**src/rtl/demux4_tdm.sv**
```systemverilog
// Registered 1-to-4 demultiplexer / TDM deframer: routes each accepted sample to one
// of four held channels, chosen by {sel1,sel2} (mode 0) or a sync-aligned slot counter (mode 1).
module demux4_tdm #(
    parameter int WIDTH = 1
) (
    input  logic             clk,
    input  logic             rst_n,
    input  logic [WIDTH-1:0] din,
    input  logic             in_valid,
    input  logic             mode,
    input  logic             sel1,
    input  logic             sel2,
    input  logic             sync,
    output logic [WIDTH-1:0] t1,
    output logic [WIDTH-1:0] t2,
    output logic [WIDTH-1:0] t3,
    output logic [WIDTH-1:0] t4,
    output logic             v1,
    output logic             v2,
    output logic             v3,
    output logic             v4,
    output logic [1:0]       slot,
    output logic             frame_done
);

    logic [1:0] ch;
    logic [1:0] slot_d, slot_q;
    logic       frame_done_d, frame_done_q;

    // A sync accompanying a sample forces it into slot 0, so the frame restarts on it.
    always_comb begin
        ch           = mode ? (sync ? 2'd0 : slot_q) : {sel1, sel2};
        slot_d       = slot_q;
        frame_done_d = 1'b0;
        if (!mode) begin
            slot_d = 2'd0;
        end else if (in_valid) begin
            slot_d       = ch + 2'd1;
            frame_done_d = (ch == 2'd3);
        end else if (sync) begin
            slot_d = 2'd0;
        end
    end

    always_ff @(posedge clk or negedge rst_n) begin
        if (!rst_n) begin
            slot_q       <= 2'd0;
            frame_done_q <= 1'b0;
        end else begin
            slot_q       <= slot_d;
            frame_done_q <= frame_done_d;
        end
    end

    genvar gi;
    generate
        for (gi = 0; gi < 4; gi++) begin : g_ch
            logic [WIDTH-1:0] t_d, t_q;
            logic             v_d, v_q;

            always_comb begin
                t_d = t_q;
                v_d = 1'b0;
                if (in_valid && (ch == 2'(gi))) begin
                    t_d = din;
                    v_d = 1'b1;
                end
            end

            always_ff @(posedge clk or negedge rst_n) begin
                if (!rst_n) begin
                    t_q <= '0;
                    v_q <= 1'b0;
                end else begin
                    t_q <= t_d;
                    v_q <= v_d;
                end
            end
        end
    endgenerate

    assign t1         = g_ch[0].t_q;
    assign t2         = g_ch[1].t_q;
    assign t3         = g_ch[2].t_q;
    assign t4         = g_ch[3].t_q;
    assign v1         = g_ch[0].v_q;
    assign v2         = g_ch[1].v_q;
    assign v3         = g_ch[2].v_q;
    assign v4         = g_ch[3].v_q;
    assign slot       = slot_q;
    assign frame_done = frame_done_q;

endmodule
```
**config.mk**
```make
export PLATFORM = sky130hd
export DESIGN_NAME = demux4_tdm
export DESIGN_NICKNAME = d
export VERILOG_FILES = /design/src/rtl/demux4_tdm.sv
export SDC_FILE = /design/constraint.sdc
export NUM_CORES = 1
export LEC_CHECK = 0
export CORE_AREA = 2 2 39 41
export CTS_BUF_LIST = sky130_fd_sc_hd__clkbuf_16
export CTS_CLUSTER_DIAMETER = 30
export DETAILED_ROUTE_END_ITERATION = 16
export DIE_AREA = 0 0 41 43
export PLACE_DENSITY = 0.7
export SETUP_SLACK_MARGIN = 0.2
export SLEW_MARGIN = 0
export SYNTH_ARGS = -nofsm -noshare
export SYNTH_HDL_FRONTEND = slang
export SYNTH_SLANG_ARGS = --single-unit
export TNS_END_PERCENT = 20
```
**constraint.sdc**
```tcl
create_clock -name clk -period 1.9 [get_ports clk]
set_input_delay 0.38 -clock clk [delete_from_list [all_inputs] [get_ports clk]]
set_output_delay 0.38 -clock clk [all_outputs]
set_load 0.01 [all_outputs]
```
; ---- Word-level counts from Yosys, hierarchy flattened
; Cells that the tools add are included.
[classes]
n_addsub = 1
eq_ne = 3
n_mux = 10
reduce_logical = 5
[op_table]
columns = cell, count
row1 = 2-bit 2-to-1 mux, 4
row2 = 1-bit 2-to-1 mux, 6
row3 = 2-bit == test (second input constant), 2
row4 = 1-bit logical AND, 4
row5 = 2-bit by 1-bit adder with 2-bit output (second input constant), 1
row6 = 2-bit by 1-bit == test with 1-bit output (second input constant), 1
row7 = 2-bit logical NOT, 1
[word_totals]
reg_bits = 11
word_cells = 29

; ---- Logic depth before layout (Yosys ltp)
[logic_depth]
ltp_word = 5
depth_mapped = 7
mapped_depth_nobuf = 7

; ---- Least setup slack after synthesis
; Ideal clock, no wire load.
[synth_path]
path_kind = register to register
from = register slot_q[0] (netlist: slot[0])
to = register g_ch[2].t_q (netlist: t3)
arrival_ps = 1398
slack_ps = 377
path_stages_with_launch = 7
n_path_buf = 0
synth_period_minus_slack_ps = 1523
cell_sequence = dfrtp_1 nor2b_2 a21o_4 inv_2 ha_1 and2_1 mux2_2
[synth_via]
elab_chain_len = 4
[synth_lines]
columns = element, line
row1 = from (decl), 27  ; logic [1:0] slot_d, slot_q;
row2 = from (signal assigned), 50  ; slot_q <= slot_d;
row3 = 2-bit 2-to-1 mux, -
row4 = 2-bit 2-to-1 mux, 32  ; ch = mode ? (sync ? 2'd0 : slot_q) : {sel1, sel2};
row5 = 2-bit == test, 64  ; if (in_valid && (ch == 2'(gi))) begin
row6 = 1-bit logical AND, 64
row7 = to (signal assigned), 75  ; t_q <= t_d;
row8 = to (decl), 58  ; logic [WIDTH-1:0] t_d, t_q;
; Every way passes these cells.
; A chain may end at the register's enable or synchronous reset.

; ---- Final worst setup path
[layout_path]
from = input sel2
to = register g_ch[2].t_q (netlist: t3)
[layout_via]
elab_chain_len = 3
[layout_lines]
columns = element, line
row1 = from (decl), 12  ; input logic sel2,
row2 = 2-bit 2-to-1 mux, 32
row3 = 2-bit == test, 64
row4 = 1-bit logical AND, 64
; Every way passes these cells.

==> results_dict.tcl <==
set metrics [dict create \
    syn_inst 39 \
    skew_ns 0.00176 \
    syn_nets 48 \
    r2r-start "slot[0]" \
    grt_usage 0.130 \
    path_class "in -> reg" \
    clk_pin_slew_worst_paths_ns 0.04 \
    path_max_fanout 2 \
    cp_num_buf_inv 2 \
    cp-start-kind "primary input" \
    placed_cell_area_um2 726 \
    drt-total-wl_um 890 \
    synth_area_um2 495 \
    reg2reg_depth 6 \
    vias 348 \
    leakage_nw 0.400 \
    clock_latency_ns 0.24 \
    postCtsHoldBufs 0 \
    die-height_um 43 \
    grt_pass1_wl_um 1470 \
    synth_cell_types 22 \
    cts-htree-levels 1 \
    grt_pass1_vias 343 \
    hp-class "in -> async" \
    cts_sinks 11 \
    crit_chain "clkdlybuf4s50_1 -> nor2b_1 -> a21o_4 -> inv_2 -> ha_1 -> and2_1 -> mux2_2" \
    avgViaCountPerCell 4.24 \
    grt_max_degree 12 \
    path_delay_family "buffers and inverters" \
    drc 0 \
    port_buffers 18 \
    status "finished, final reports clean" \
    drtPass1Iterations 2 \
    utilization 0.585 \
    cp_slowest_cell "clkdlybuf4s50_1" \
    cts_buffer_depth 2 \
    final_common_cell "clkdlybuf4s50_1" \
    overflow 0 \
    timing.rr.end "t3" \
    syn_avg_cell_area_um2 12.7 \
    die_w_um 41 \
    num_io_pins 19 \
    antenna_found_initial 0 \
    finalInstanceArea_um2 810 \
    final_cell_mix "clkdlybuf4s50_1 (16), dfrtp_1 (11), buf_4 (6), inv_1 (5)" \
    synth_seq_area_share 0.556 \
    cp.required_ns 2.02 \
    ys_seq_elements 11 \
    place_hpwl_um 668 \
    cts_buffers 3 \
    root_buffer "clkbuf_16" \
    num-nets-final 76 \
    hold_violations 0 \
    drive_above_1_share 0.288 \
    drv_slew 0 \
    syn_to_final_growth_pct 63.4 \
    antenna_left 0 \
    path_depth 7 \
    endpoint_kind "register" \
    num_antenna_cells 0 \
    core-area_um2 1380 \
    period_share 0.854 \
    worst_pin_slew_ns 0.498 \
    rrSetupSlack_ns 0.36 \
    max-vdd-ir-drop_mv 0.814 \
    slew-limit-headroom 0.667 \
    grt_setup_unrepaired "no" \
    finalSetupViolations 0 \
    wl_per_cell_um 10.9 \
    slowest_delay_ns 0.39 \
    cp_data_arrival_time_ns 1.74 \
    drv_cap 0 \
    power_density_nw_per_um2 998 \
    die_area_um2 1760 \
    initial_core_util 0.358 \
    gp_congestion 0.743 \
    fin_crit_ns 1.62 \
    cts_tree "done" \
    fmax_ghz 0.616 \
    rows 14 \
    yosysWarnings 0 \
    drt_iter0_drc 1 \
]
## cell type report
cell class                      instances  area (µm²)
Fill cell                             121         574
Sequential cell                        11         275
Timing Repair Buffer                   24         223
Multi-Input combinational cell         21         190
Clock buffer                            3        75.1
Inverter                                6        22.5
Tap cell                               16        20.0
Clock inverter                          1        3.75
## layer usage
layer,global-route usage,wire (µm),vias to the layer above
li1,-,-,177
met4,0.0800,22,0
met3,0.0628,64,2
met2,0.175,393,13
met5,0,0,-
met1,0.161,410,156
## registers in the layout, indices dropped and copies added (netlist names)
signal	flops
t2	1
v3	1
v2	1
frame_done	1
t3	1
v1	1
t4	1
t1	1
slot	2
v4	1
## worst max-delay path by stage
| stage | end | slack (ns) | startpoint |
|---|---|---|---|
| 6_report | t3 | 0.28 | sel2 |
| 3_3_place_gp | t3 | -0.09 | sync |
| 4_1_cts | t3 | 0.27 | sel2 |
| 5_1_grt | t3 | 0.21 | sel2 |
| 2_1_floorplan | t3 | 0.38 | slot[0] |
| 3_5_place_dp | t3 | -0.12 | sync |
## cells by family after synthesis
family                   count (synthesis)  share of synthesized area
AND/OR/NAND/NOR                         12                      0.157
flip-flops                              11                      0.556
buffers and inverters                    7                     0.0606
multiplexers                             4                      0.106
AO/OA/AOI/OAI                            3                     0.0783
XOR/XNOR                                 1                     0.0177
adder cells (fa/ha/maj)                  1                     0.0252
## where the power goes
part / switching, W / leakage (nW) / internal (W)
logic: 0.0000569 / 0.216 / 0.0000984
clock network: 0.000101 / 0.0423 / 0.000276
registers: 0.0000132 / 0.142 / 0.000263
total: 0.000171 / 0.400 / 0.000637
## cell usage after synthesis
| library cell | count | area, µm² |
|---|---|---|
| a21boi_4 | 1 | 18.8 |
| nand3_2 | 1 | 10.0 |
| nor2b_1 | 1 | 6.26 |
| nor2_1 | 3 | 11.3 |
| a21o_4 | 1 | 15.0 |
| nand3b_1 | 1 | 7.51 |
| dfrtp_1 | 11 | 275 |
| nor3b_1 | 1 | 7.51 |
| nand2_1 | 1 | 3.75 |
| xnor2_1 | 1 | 8.76 |
| inv_1 | 4 | 15.0 |
| and3_4 | 1 | 11.3 |
| inv_2 | 2 | 7.51 |
| mux2_1 | 1 | 11.3 |
| ha_1 | 1 | 12.5 |
| buf_4 | 1 | 7.51 |
| mux2_2 | 1 | 11.3 |
| nor2b_2 | 1 | 8.76 |
| nand3_1 | 1 | 5.00 |
| a21oi_1 | 1 | 5.00 |
| and2_1 | 1 | 6.26 |
| mux2_4 | 2 | 30.0 |
## repair_timing
item | 4_1_cts | 5_1_grt
setup buffers | 1 | 0
resized for setup | 2 | 0
endpoints found under the setup margin | 2 | 0
hold endpoints to repair | 0 | 0
## metrics by stage
stage | total power, W | hold WS (ns) | cells | TNS [ns] | worst slack [ns]
global route | 0.000845 | 0.509 | 82 | 0 | 0.205
global placement | 0.000433 | 0.480 | 77 | -0.113 | -0.0876
CTS | 0.000818 | 0.485 | 82 | 0 | 0.273
detailed placement | 0.000437 | 0.489 | 77 | -0.173 | -0.117
floorplan | 0.000346 | 0.0844 | 39 | 0 | 0.377
finish | 0.000808 | 0.480 | 82 | 0 | 0.277
(Power assumes the default switching activity.)
